File: config.mk
export PLATFORM = sky130hd
export DESIGN_NAME = contador_bcd_display
export DESIGN_NICKNAME = d
export VERILOG_FILES = /design/src/rtl/contador_pkg.sv /design/src/rtl/seg7_decoder.sv /design/src/rtl/contador_bcd_display.sv
export SDC_FILE = /design/constraint.sdc
export NUM_CORES = 1
export LEC_CHECK = 0
export ABC_AREA = 0
export CAP_MARGIN = 5
export CORE_MARGIN = 5
export CORE_UTILIZATION = 55
export CTS_CLUSTER_SIZE = 8
export DETAILED_ROUTE_END_ITERATION = 7
export GPL_ROUTABILITY_DRIVEN = 0
export GPL_TIMING_DRIVEN = 0
export PLACE_DENSITY = 0.75
export SYNTH_ARGS = -nofsm -noshare
export SYNTH_HDL_FRONTEND = slang
export SYNTH_SLANG_ARGS = --single-unit
File: constraint.sdc
create_clock -name clock -period 3.42 [get_ports clock]
set_input_delay 1.026 -clock clock [delete_from_list [all_inputs] [get_ports clock]]
set_output_delay 1.026 -clock clock [all_outputs]
set_load 0.01 [all_outputs]
File: src/rtl/contador_pkg.sv
`default_nettype none
// ============================================================================
//  Module      : contador_pkg
//  Description : Shared constants for the BCD counter / 7-segment scan driver:
//                digit width, segment patterns {a,b,c,d,e,f,g} and a BCD
//                digit validity helper.
//  Revision    : 1.0 - initial release
// ============================================================================
package contador_pkg;

  localparam int BCD_W = 4;

  localparam logic [6:0] SEG_0     = 7'h7E;
  localparam logic [6:0] SEG_1     = 7'h30;
  localparam logic [6:0] SEG_2     = 7'h6D;
  localparam logic [6:0] SEG_3     = 7'h79;
  localparam logic [6:0] SEG_4     = 7'h33;
  localparam logic [6:0] SEG_5     = 7'h5B;
  localparam logic [6:0] SEG_6     = 7'h5F;
  localparam logic [6:0] SEG_7     = 7'h70;
  localparam logic [6:0] SEG_8     = 7'h7F;
  localparam logic [6:0] SEG_9     = 7'h7B;
  localparam logic [6:0] SEG_BLANK = 7'h00;

  // A BCD digit is legal only for codes 0..9.
  function automatic logic bcd_valid(input logic [BCD_W-1:0] digit);
    return (digit <= 4'd9);
  endfunction

endpackage
`default_nettype wire

File: src/rtl/seg7_decoder.sv
`default_nettype none
// ============================================================================
//  Module      : seg7_decoder
//  Description : Combinational BCD digit to 7-segment pattern (active high,
//                seg[6:0] = {a,b,c,d,e,f,g}); codes above 9 are blanked.
//  Revision    : 1.0 - initial release
// ============================================================================
module seg7_decoder
  import contador_pkg::*;
(
  input  logic [BCD_W-1:0] digit,
  output logic [6:0]       seg
);

  // Table lookup; non-BCD codes show nothing rather than garbage.
  always_comb begin
    case (digit)
      4'd0:    seg = SEG_0;
      4'd1:    seg = SEG_1;
      4'd2:    seg = SEG_2;
      4'd3:    seg = SEG_3;
      4'd4:    seg = SEG_4;
      4'd5:    seg = SEG_5;
      4'd6:    seg = SEG_6;
      4'd7:    seg = SEG_7;
      4'd8:    seg = SEG_8;
      4'd9:    seg = SEG_9;
      default: seg = SEG_BLANK;
    endcase
  end

endmodule
`default_nettype wire

File: src/rtl/contador_bcd_display.sv
`default_nettype none
// ============================================================================
//  Module      : contador_bcd_display
//  Description : Parametrised BCD up/down counter with programmable modulo,
//                synchronous load, prescaled count tick and a multiplexed
//                7-segment scan driver. All arithmetic is done digit-wise in
//                BCD.
//  Revision    : 1.0 - initial release
// ============================================================================
module contador_bcd_display
  import contador_pkg::*;
#(
  parameter int N_DIGITS       = 2,
  parameter int MODULO         = 60,
  parameter int PRESCALE       = 50_000_000,
  parameter int SCAN_DIV       = 50_000,
  parameter bit SEG_ACTIVE_LOW = 1'b0
)
(
  input  logic                      clock,
  input  logic                      rst_n,
  input  logic                      enable,
  input  logic                      up_down,
  input  logic                      load,
  input  logic [BCD_W*N_DIGITS-1:0] load_value,
  output logic [BCD_W*N_DIGITS-1:0] count_bcd,
  output logic                      wrap,
  output logic                      load_err,
  output logic [6:0]                seg,
  output logic [N_DIGITS-1:0]       an
);

  localparam int CW = BCD_W * N_DIGITS;
  localparam int PW = (PRESCALE > 1) ? $clog2(PRESCALE) : 1;
  localparam int SW = (SCAN_DIV > 1) ? $clog2(SCAN_DIV) : 1;
  localparam int IW = (N_DIGITS > 1) ? $clog2(N_DIGITS) : 1;

  localparam logic [PW-1:0] PRESC_LAST = PW'(PRESCALE - 1);
  localparam logic [SW-1:0] SCAN_LAST  = SW'(SCAN_DIV - 1);
  localparam logic [IW-1:0] IDX_LAST   = IW'(N_DIGITS - 1);

  // Elaboration-time only: turns MODULO-1 into its BCD image so the runtime
  // compares and rollover values stay purely in BCD.
  function automatic logic [CW-1:0] to_bcd(input int value);
    logic [CW-1:0] r;
    int            v;
    r = '0;
    v = value;
    for (int i = 0; i < N_DIGITS; i++) begin
      r[i*BCD_W +: BCD_W] = BCD_W'(v % 10);
      v = v / 10;
    end
    return r;
  endfunction

  localparam logic [CW-1:0]       MAX_BCD = to_bcd(MODULO - 1);
  localparam logic [6:0]          SEG_POL = SEG_ACTIVE_LOW ? 7'h7F : 7'h00;
  localparam logic [N_DIGITS-1:0] AN_POL  = {N_DIGITS{SEG_ACTIVE_LOW}};
  localparam logic [N_DIGITS-1:0] AN_ONE  = N_DIGITS'(1);

  logic [PW-1:0]    r_presc;
  logic [SW-1:0]    r_scan_div;
  logic [IW-1:0]    r_scan_idx;
  logic             w_step;
  logic             w_load_ok;
  logic [CW-1:0]    w_count_inc;
  logic [CW-1:0]    w_count_dec;
  logic [BCD_W-1:0] w_scan_digit;
  logic [6:0]       w_seg;

  assign w_step = enable && (r_presc == PRESC_LAST);

  // Load acceptance: every digit legal BCD, and value within range. With all
  // digits legal, unsigned compare of BCD vectors equals numeric compare.
  always_comb begin : p_load_check
    logic digits_ok;
    digits_ok = 1'b1;
    for (int i = 0; i < N_DIGITS; i++) begin
      if (!bcd_valid(load_value[i*BCD_W +: BCD_W])) digits_ok = 1'b0;
    end
    w_load_ok = digits_ok && (load_value <= MAX_BCD);
  end

  // Decimal increment with ripple carry (9 -> 0 carries into next digit).
  always_comb begin : p_inc
    logic carry;
    carry       = 1'b1;
    w_count_inc = count_bcd;
    for (int i = 0; i < N_DIGITS; i++) begin
      if (carry) begin
        if (count_bcd[i*BCD_W +: BCD_W] == 4'd9) begin
          w_count_inc[i*BCD_W +: BCD_W] = 4'd0;
        end else begin
          w_count_inc[i*BCD_W +: BCD_W] = count_bcd[i*BCD_W +: BCD_W] + 4'd1;
          carry = 1'b0;
        end
      end
    end
  end

  // Decimal decrement with ripple borrow (0 -> 9 borrows from next digit).
  always_comb begin : p_dec
    logic borrow;
    borrow      = 1'b1;
    w_count_dec = count_bcd;
    for (int i = 0; i < N_DIGITS; i++) begin
      if (borrow) begin
        if (count_bcd[i*BCD_W +: BCD_W] == 4'd0) begin
          w_count_dec[i*BCD_W +: BCD_W] = 4'd9;
        end else begin
          w_count_dec[i*BCD_W +: BCD_W] = count_bcd[i*BCD_W +: BCD_W] - 4'd1;
          borrow = 1'b0;
        end
      end
    end
  end

  // Prescaler: runs only while enabled, restarts on an accepted load.
  always_ff @(posedge clock or negedge rst_n) begin
    if (!rst_n) begin
      r_presc <= '0;
    end else if (load && w_load_ok) begin
      r_presc <= '0;
    end else if (enable) begin
      r_presc <= (r_presc == PRESC_LAST) ? '0 : r_presc + PW'(1);
    end
  end

  // Counter: load beats step beats hold; rejected loads also swallow a step.
  always_ff @(posedge clock or negedge rst_n) begin
    if (!rst_n) begin
      count_bcd <= '0;
      wrap      <= 1'b0;
      load_err  <= 1'b0;
    end else begin
      wrap     <= 1'b0;
      load_err <= 1'b0;
      if (load) begin
        if (w_load_ok) count_bcd <= load_value;
        else           load_err  <= 1'b1;
      end else if (w_step) begin
        if (up_down) begin
          if (count_bcd == MAX_BCD) begin
            count_bcd <= '0;
            wrap      <= 1'b1;
          end else begin
            count_bcd <= w_count_inc;
          end
        end else begin
          if (count_bcd == '0) begin
            count_bcd <= MAX_BCD;
            wrap      <= 1'b1;
          end else begin
            count_bcd <= w_count_dec;
          end
        end
      end
    end
  end

  // Scan divider and digit index, free running regardless of enable/load.
  always_ff @(posedge clock or negedge rst_n) begin
    if (!rst_n) begin
      r_scan_div <= '0;
      r_scan_idx <= '0;
    end else if (r_scan_div == SCAN_LAST) begin
      r_scan_div <= '0;
      r_scan_idx <= (r_scan_idx == IDX_LAST) ? '0 : r_scan_idx + IW'(1);
    end else begin
      r_scan_div <= r_scan_div + SW'(1);
    end
  end

  // Pick the digit currently being scanned.
  always_comb begin
    w_scan_digit = '0;
    for (int i = 0; i < N_DIGITS; i++) begin
      if (r_scan_idx == IW'(i)) w_scan_digit = count_bcd[i*BCD_W +: BCD_W];
    end
  end

  seg7_decoder u_seg7_decoder (
    .digit (w_scan_digit),
    .seg   (w_seg)
  );

  // Display registers: an and seg move together so only one digit lights.
  always_ff @(posedge clock or negedge rst_n) begin
    if (!rst_n) begin
      an  <= AN_ONE ^ AN_POL;
      seg <= SEG_0 ^ SEG_POL;
    end else begin
      an  <= (AN_ONE << r_scan_idx) ^ AN_POL;
      seg <= w_seg ^ SEG_POL;
    end
  end

endmodule
`default_nettype wire
==> results of run 1 <==
power by group through the flow:
| stage | Combinational [mW] | Sequential (mW) | Clock (mW) |
|---|---|---|---|
| 3_5_place_dp | 0.642 | 0.917 | 0 |
| 6_report | 0.645 | 0.904 | 0.647 |
| 2_1_floorplan | 0.354 | 0.941 | 0 |
| 5_1_grt | 0.716 | 0.919 | 0.694 |
| 3_3_place_gp | 0.630 | 0.913 | 0 |
| 4_1_cts | 0.648 | 0.905 | 0.658 |
layout make-up:
class | count | area [µm²]
buffer | 15 | 72.57
timing repair buffer | 32 | 325.3
multi-input combinational | 278 | 1809
clock buffer | 9 | 123.9
fill | 501 | 2148
clock inverter | 7 | 73.82
tap | 77 | 96.34
inverter | 18 | 67.56
sequential | 62 | 1560
critical path: stages:
cell	delay, ns
clkdlybuf4s50_1	0.43
o21ai_1	0.36
a31oi_1	0.25
clkbuf_1	0.29
nor4_1	0.40
xnor2_1	0.16
nor2_1	0.05
sequential cells by signal, indices dropped and copies added, names as in the netlist:
name	cells
an	2
count_bcd	8
load_err	1
r_presc	26
r_scan_div	16
r_scan_idx	1
seg	7
wrap	1
cells in the mapped netlist, types with 3 or more instances:
library cell | number | share of area
nor2_1 | 45 | 0.048
inv_1 | 18 | 0.019
ha_1 | 11 | 0.039
nor4_1 | 7 | 0.012
a21oi_1 | 11 | 0.016
dfstp_2 | 7 | 0.052
o21ai_0 | 10 | 0.014
mux2i_1 | 4 | 0.011
and3_1 | 6 | 0.011
clkbuf_1 | 9 | 0.0096
nor3_1 | 11 | 0.016
a41oi_1 | 3 | 0.0075
nand3_1 | 19 | 0.027
a31oi_1 | 13 | 0.023
xnor2_1 | 21 | 0.052
and2_1 | 3 | 0.0053
o22ai_1 | 3 | 0.0053
dfrtp_1 | 55 | 0.39
nand4_1 | 11 | 0.020
xor2_1 | 14 | 0.035
nand2_1 | 29 | 0.031
nand2b_1 | 4 | 0.0071
or3_1 | 4 | 0.0071
logic make-up (layout without fill, tap and decap cells):
kind of cell | after synthesis | count (layout)
AO/OA/AOI/OAI | 69 | 69
XOR/XNOR | 35 | 35
adder cells (fa/ha/maj) | 11 | 11
buffers and inverters | 33 | 81
flip-flops | 62 | 62
multiplexers | 7 | 7
AND/OR/NAND/NOR | 156 | 156
metal layers:
layer | vias to the layer above | track usage | wire length, µm
li1 | 1429 | - | -
met1 | 1365 | 0.2676 | 3580
met2 | 64 | 0.3140 | 3663
met3 | 11 | 0.03255 | 297
met4 | 0 | 0.07940 | 117
met5 | - | 0 | 0
worst max-delay path by stage:
stage	startpoint	to	slack (ns)	cells after the start
after global routing	load_value[5]	r_presc[12]$_DFFE_PN0P_	0.58	7
final	load_value[2]	r_presc[12]$_DFFE_PN0P_	0.67	7
after CTS	load_value[1]	r_presc[12]$_DFFE_PN0P_	0.72	7
after detailed placement	load_value[1]	r_presc[12]$_DFFE_PN0P_	0.36	7
after global placement	rst_n	r_scan_div[9]$_DFF_PN0_	-0.69	1
after floorplan	load_value[5]	r_presc[12]$_DFFE_PN0P_	1.14	6
metrics by stage:
stage | util | setup WS, ns | power [mW] | hold slack, ns
2_1_floorplan | - | 1.137 | 1.294 | 0.3519
5_1_grt | 0.6578 | 0.5812 | 2.329 | 0.4172
4_1_cts | 0.6578 | 0.7239 | 2.211 | 0.3974
6_report | 0.6578 | 0.6709 | 2.196 | 0.3941
3_5_place_dp | 0.6263 | 0.3624 | 1.559 | 0.3741
3_3_place_gp | 0.6239 | -0.6912 | 1.543 | 0.3750
==> reports/qor.txt, run 1 <==
Status - finished clean
Power per cell area - 531.9 nW/µm²
Clk pwr share - 0.294
Detailed placer's ending HPWL - 5.520 mm
Area share of and/or/nand/nor cells after synthesis - 0.2317
Die Area - 8078 µm²
Gr ovfl total - 0
Synth Area in XOR/XNOR - 0.08734
Die W - 89.88 µm
Design Area, Final - 4129 µm²
I/O pins - 32
Most common cell after layout, fill and taps aside - dfrtp_1
Drt drc - 0
Most frequent cells in the layout - dfrtp_1, nor2_1, clkdlybuf4s50_1, nand2_1, xnor2_1
Synth cell types - 65
Switching portion of total power - 0.3272
Post-synthesis sequential area ratio - 0.4446
Hold Path Cell Cnt - 0
Vias in the first global route - 2880
Antenna diode count - 0
Max clock buf depth - 2
Synth Cell Area - 3510 µm²
Rows - 29
Yosys warnings - 0
Mux share of post-synthesis cell area - 0.02210
DP Area - 3931 µm²
Layout cell share with drive strength beyond 1 - 0.1045
Async S/R FF share, synth - 1.000
Final Routed Wirelength - 7.659 mm
Main combinational cell family by area after synthesis - simple AND/OR/NAND/NOR gates
First-pass GRT wire length - 13.33 mm
Mapped Cells - 373
Adder-Cell Fraction of Synth Area - 0.03922
Final Max Tran Viols - 0
Clock Latency Late Sink - 0.34 ns
Fin crit share - 0.8038
Syn-to-layout area delta - 17.65%
NetSw - 0.7186 mW
Die H - 89.88 µm
Achievable clock frequency - 363.8 MHz
Post-CTS Setup Bufs - 0
Antenna Nets Post-Route - 0
CTS Buf Count - 9
DR pass1 iterations - 4
Int Pwr - 1.477 mW
Top FF cell, synth - dfrtp_1
Synth Register Bits - 62
Post-layout min period - 2.749 ns
Max-Cap Viols - 0
WS Path Type - input pin to register
Clk slew on worst S/H paths - 0.07 ns
Vias per cell - 5.761
Total global-route track usage - 0.1970
Crit path launch type - input pin
Final setup TNS - 0 ns
Hold Crit Endpoint - an[1]$_DFF_PN0_
Pleak - 1.745 nW
Pin count of the biggest net entering global routing - 33
Final #Nets - 440
Wire per inst - 15.38 µm
Peak VDD IR - 338.8 µV
DRT iter0 DRCs - 170
Reg2reg setup slack - 1.13 ns
Initial antenna violation count - 0
Max H-tree Level - 3
Kind of end point of the critical path - register
Max transition margin - 0.3383
Root Buffer - clkbuf_8
R2r worst-path depth - 7
RR Endpoint - count_bcd[7]$_DFFE_PN0P_
Final setup viols - 0
Worst endpoint data arrival time - 2.97 ns
Combinational fraction of design power - 0.294
Hold Crit Start - r_scan_idx$_DFFE_PN0N_
Clock Sinks - 62
Syn Area/Cell - 9.409 µm²
CTS hold repair buffers - 0
Inst Count DP - 482
Synth Area in Compound Gates - 0.1351
Fin. Hold Viols - 0
Worst Hold Class - register to register
RR Startpoint - count_bcd[0]$_DFFE_PN0P_
Clock skew - 0.01203 ns
CP required - 3.64 ns
CP Max Fanout - 10
Slew @ Worst Pin - 0.9844 ns
Starting density of the core - 0.5591
Post-route insts no fill - 498
Core area - 6277 µm²
Cts repair resizes - 0
Unrepaired setup endpoints after global routing - no
PortBufs - 31
Via count - 2869
TritonCTS clock tree - done
Post-synth EDFFs - 0
Sequential Power Share - 0.412
Net Count, Synth - 397
(Power assumes the default switching activity.)
==> run 2: changes to the inputs <==
--- a/config.mk
+++ b/config.mk
@@ -8,12 +8,12 @@
 export ABC_AREA = 0
 export CAP_MARGIN = 5
 export CORE_MARGIN = 5
-export CORE_UTILIZATION = 55
+export CORE_UTILIZATION = 52
 export CTS_CLUSTER_SIZE = 8
 export DETAILED_ROUTE_END_ITERATION = 7
 export GPL_ROUTABILITY_DRIVEN = 0
 export GPL_TIMING_DRIVEN = 0
-export PLACE_DENSITY = 0.75
+export PLACE_DENSITY = 0.74
 export SYNTH_ARGS = -nofsm -noshare
 export SYNTH_HDL_FRONTEND = slang
 export SYNTH_SLANG_ARGS = --single-unit
==> constraint.sdc (replaced) <==
create_clock -name clock -period 2.3 [get_ports clock]
set_input_delay 0.69 -clock clock [delete_from_list [all_inputs] [get_ports clock]]
set_output_delay 0.69 -clock clock [all_outputs]
set_load 0.01 [all_outputs]
==> run 2 against run 1 <==
Effect of this change: hold slack lost 0.026 ns; largest power group unchanged; register-to-register slack lost 1.0 ns; non-clock buffer count shrank 1; clock-buffer cell count is the same; cell area grew 0.33%.
==> reports/qor.txt, run 2 (synthesis results as in run 1) <==
Post-layout min period - 2.235 ns
Post-Route Utilization - 0.6200 (was 0.6578)
Design Area, Final - 4143 µm² (was 4129 µm²)
First-pass GRT wire length - 12.98 mm (was 13.33 mm)
Starting density of the core - 0.5253 (was 0.5591)
Gr ovfl total - 0 (unchanged)
Clock Latency Late Sink - 0.35 ns (was 0.34 ns)
Post-CTS Setup Bufs - 0 (unchanged)
Layout cell share with drive strength beyond 1 - 0.1190 (was 0.1045)
DP Area - 3935 µm² (was 3931 µm²)
Achievable clock frequency - 447.4 MHz
Critical path's top delay family - compound AO/OA/AOI/OAI gates (was buffers and inverters)
Clock skew - 0.007834 ns (was 0.01203 ns)
Inst Count DP - 485 (was 482)
Total global-route track usage - 0.1917 (was 0.1970)
Worst Hold Class - input pin to asynchronous set/reset pin (was register to register)
Antenna diode count - 0 (unchanged)
DRT iter0 DRCs - 180 (was 170)
Wire per inst - 15.10 µm (was 15.38 µm)
Pleak - 1.741 nW (was 1.745 nW)
Power per cell area - 771.7 nW/µm² (was 531.9 nW/µm²)
Die W - 92.16 µm (was 89.88 µm)
Syn-to-layout area delta - 18.04% (was 17.65%)
CP peak stage delay - 0.53 ns (was 0.43 ns)
Drt drc - 0 (unchanged)
TritonCTS clock tree - done (unchanged)
RR Startpoint - count_bcd[0]$_DFFE_PN0P_ (unchanged)
WS Path Type - input pin to register (unchanged)
Final setup viols - 0 (unchanged)
Final setup TNS - 0 ns (unchanged)
Final #Nets - 439 (was 440)
CP Buf/Inv Count - 2 (unchanged)
Crit. Startpoint - load_value[6] (was load_value[2])
Largest registers - r_presc x26, r_scan_div x16, count_bcd x8 (unchanged)
Max transition margin - 0.4816 (was 0.3383)
Final Max Tran Viols - 0 (unchanged)
Vias in the first global route - 2857 (was 2880)
Clk slew on worst S/H paths - 0.08 ns (was 0.07 ns)
Slew @ Worst Pin - 0.7560 ns (was 0.9844 ns)
Core area - 6681 µm² (was 6277 µm²)
Crit path launch type - input pin (unchanged)
Fin crit share - 0.9718
Most frequent cells in the layout - dfrtp_1, nor2_1, clkdlybuf4s50_1, nand2_1, xnor2_1 (unchanged)
Worst endpoint data arrival time - 2.50 ns (was 2.97 ns)
CP required - 2.57 ns (was 3.64 ns)
PortBufs - 31 (unchanged)
Most common cell after layout, fill and taps aside - dfrtp_1 (unchanged)
Initial antenna violation count - 0 (unchanged)
CP Cell Sequence - clkdlybuf4s50_1 > a21oi_2 > and3_1 > a211oi_2 > buf_6 > o21ai_0 > a31oi_1 (was clkdlybuf4s50_1 > o21ai_1 > a31oi_1 > clkbuf_1 > nor4_1 > xnor2_1 > nor2_1)
CTS Buf Count - 9 (unchanged)
Kind of end point of the critical path - register (unchanged)
Critical Path Slowest Stage Cell - clkdlybuf4s50_1 (unchanged)
Fin. Hold Viols - 0 (unchanged)
Root Buffer - clkbuf_8 (unchanged)
Top reg by flops - r_presc (unchanged)
Die H - 92.16 µm (was 89.88 µm)
CP Max Fanout - 10 (unchanged)
I/O pins - 32 (unchanged)
Max clock buf depth - 2 (unchanged)
Clock Sinks - 62 (unchanged)
Unrepaired setup endpoints after global routing - yes (was no)
Post-route insts no fill - 500 (was 498)
Die Area - 8493 µm² (was 8078 µm²)
Max FFs per register - 26 (unchanged)
Max-Cap Viols - 0 (unchanged)
DR pass1 iterations - 5 (was 4)
Antenna Nets Post-Route - 0 (unchanged)
Peak VDD IR - 571.8 µV (was 338.8 µV)
Detailed placer's ending HPWL - 5.407 mm (was 5.520 mm)
Status - finished clean (unchanged)
WHS - 0.3680 ns (was 0.3941 ns)
Max H-tree Level - 3 (unchanged)
Cts repair resizes - 2 (was 0)
Rows - 30 (was 29)
Via count - 2915 (was 2869)
Vias per cell - 5.830 (was 5.761)
Final Routed Wirelength - 7.551 mm (was 7.659 mm)
Pin count of the biggest net entering global routing - 36 (was 33)
CTS hold repair buffers - 0 (unchanged)
-- run 2: changes by cell type in the layout (fill, tap and decap cells not counted), sizes merged --
cell / before / now
buf: 8 / 7
clkinvlp: 1 / 2
bufinv: 1 / 0
inv: 19 / 21
clkinv: 4 / 2
-- run 2: path summary, 6_finish.rpt --
path	to	slack [ns]	cells past startpoint
max in group asynchronous	seg[4]$_DFF_PN1_	1.25	2
max reg2reg	count_bcd[7]$_DFFE_PN0P_	0.12	7
min	r_presc[25]$_DFFE_PN0P_	0.37	1
min reg2reg	an[1]$_DFF_PN0_	0.40	0
min in group clock	an[1]$_DFF_PN0_	0.40	0
max	r_presc[22]$_DFFE_PN0P_	0.06	7
-- run 2: where the power goes --
| group | internal [mW] | leakage, nW | switching, mW | total [mW] |
|---|---|---|---|---|
| clock network | 0.405 | 0.0881 | 0.482 | 0.887 |
| logic | 0.449 | 0.850 | 0.521 | 0.970 |
| registers | 1.25 | 0.803 | 0.0930 | 1.34 |
-- run 2: cell type report --
class / instances / area (µm²)
Inverter: 18 / 67.56
Clock buffer: 9 / 123.9
Clock inverter: 7 / 57.56
Fill cell: 570 / 2539
Sequential cell: 62 / 1560
Tap cell: 80 / 100.1
Timing Repair Buffer: 32 / 325.3
Buffer: 14 / 71.32
Multi-Input combinational cell: 278 / 1837
-- run 2: per-stage QoR --
| step | total power [mW] | setup WS [ns] |
|---|---|---|
| after floorplan | 1.925 | 0.2738 |
| final | 3.197 | 0.06492 |
| after detailed placement | 2.316 | -0.4541 |
| after CTS | 3.224 | 0.001981 |
| after global routing | 3.383 | -0.05807 |
| after global placement | 2.292 | -1.432 |
-- run 2: worst reg2reg max path, cell delays in order, from the launching register on --
cell and delay (ns):
dfrtp_1 0.49, inv_1 0.11, ha_1 0.26, nor3b_2 0.21
and2_1 0.19, or3_1 0.38, nand2_2 0.14, mux2_4 0.30
-- run 2: routing by layer --
metal | wire [µm] | up-vias | GRT usage
li1 | - | 1416 | -
met1 | 3321 | 1410 | 0.2346
met2 | 3732 | 76 | 0.3212
met3 | 376 | 13 | 0.05824
met4 | 120 | 0 | 0.06559
met5 | 0 | - | 0
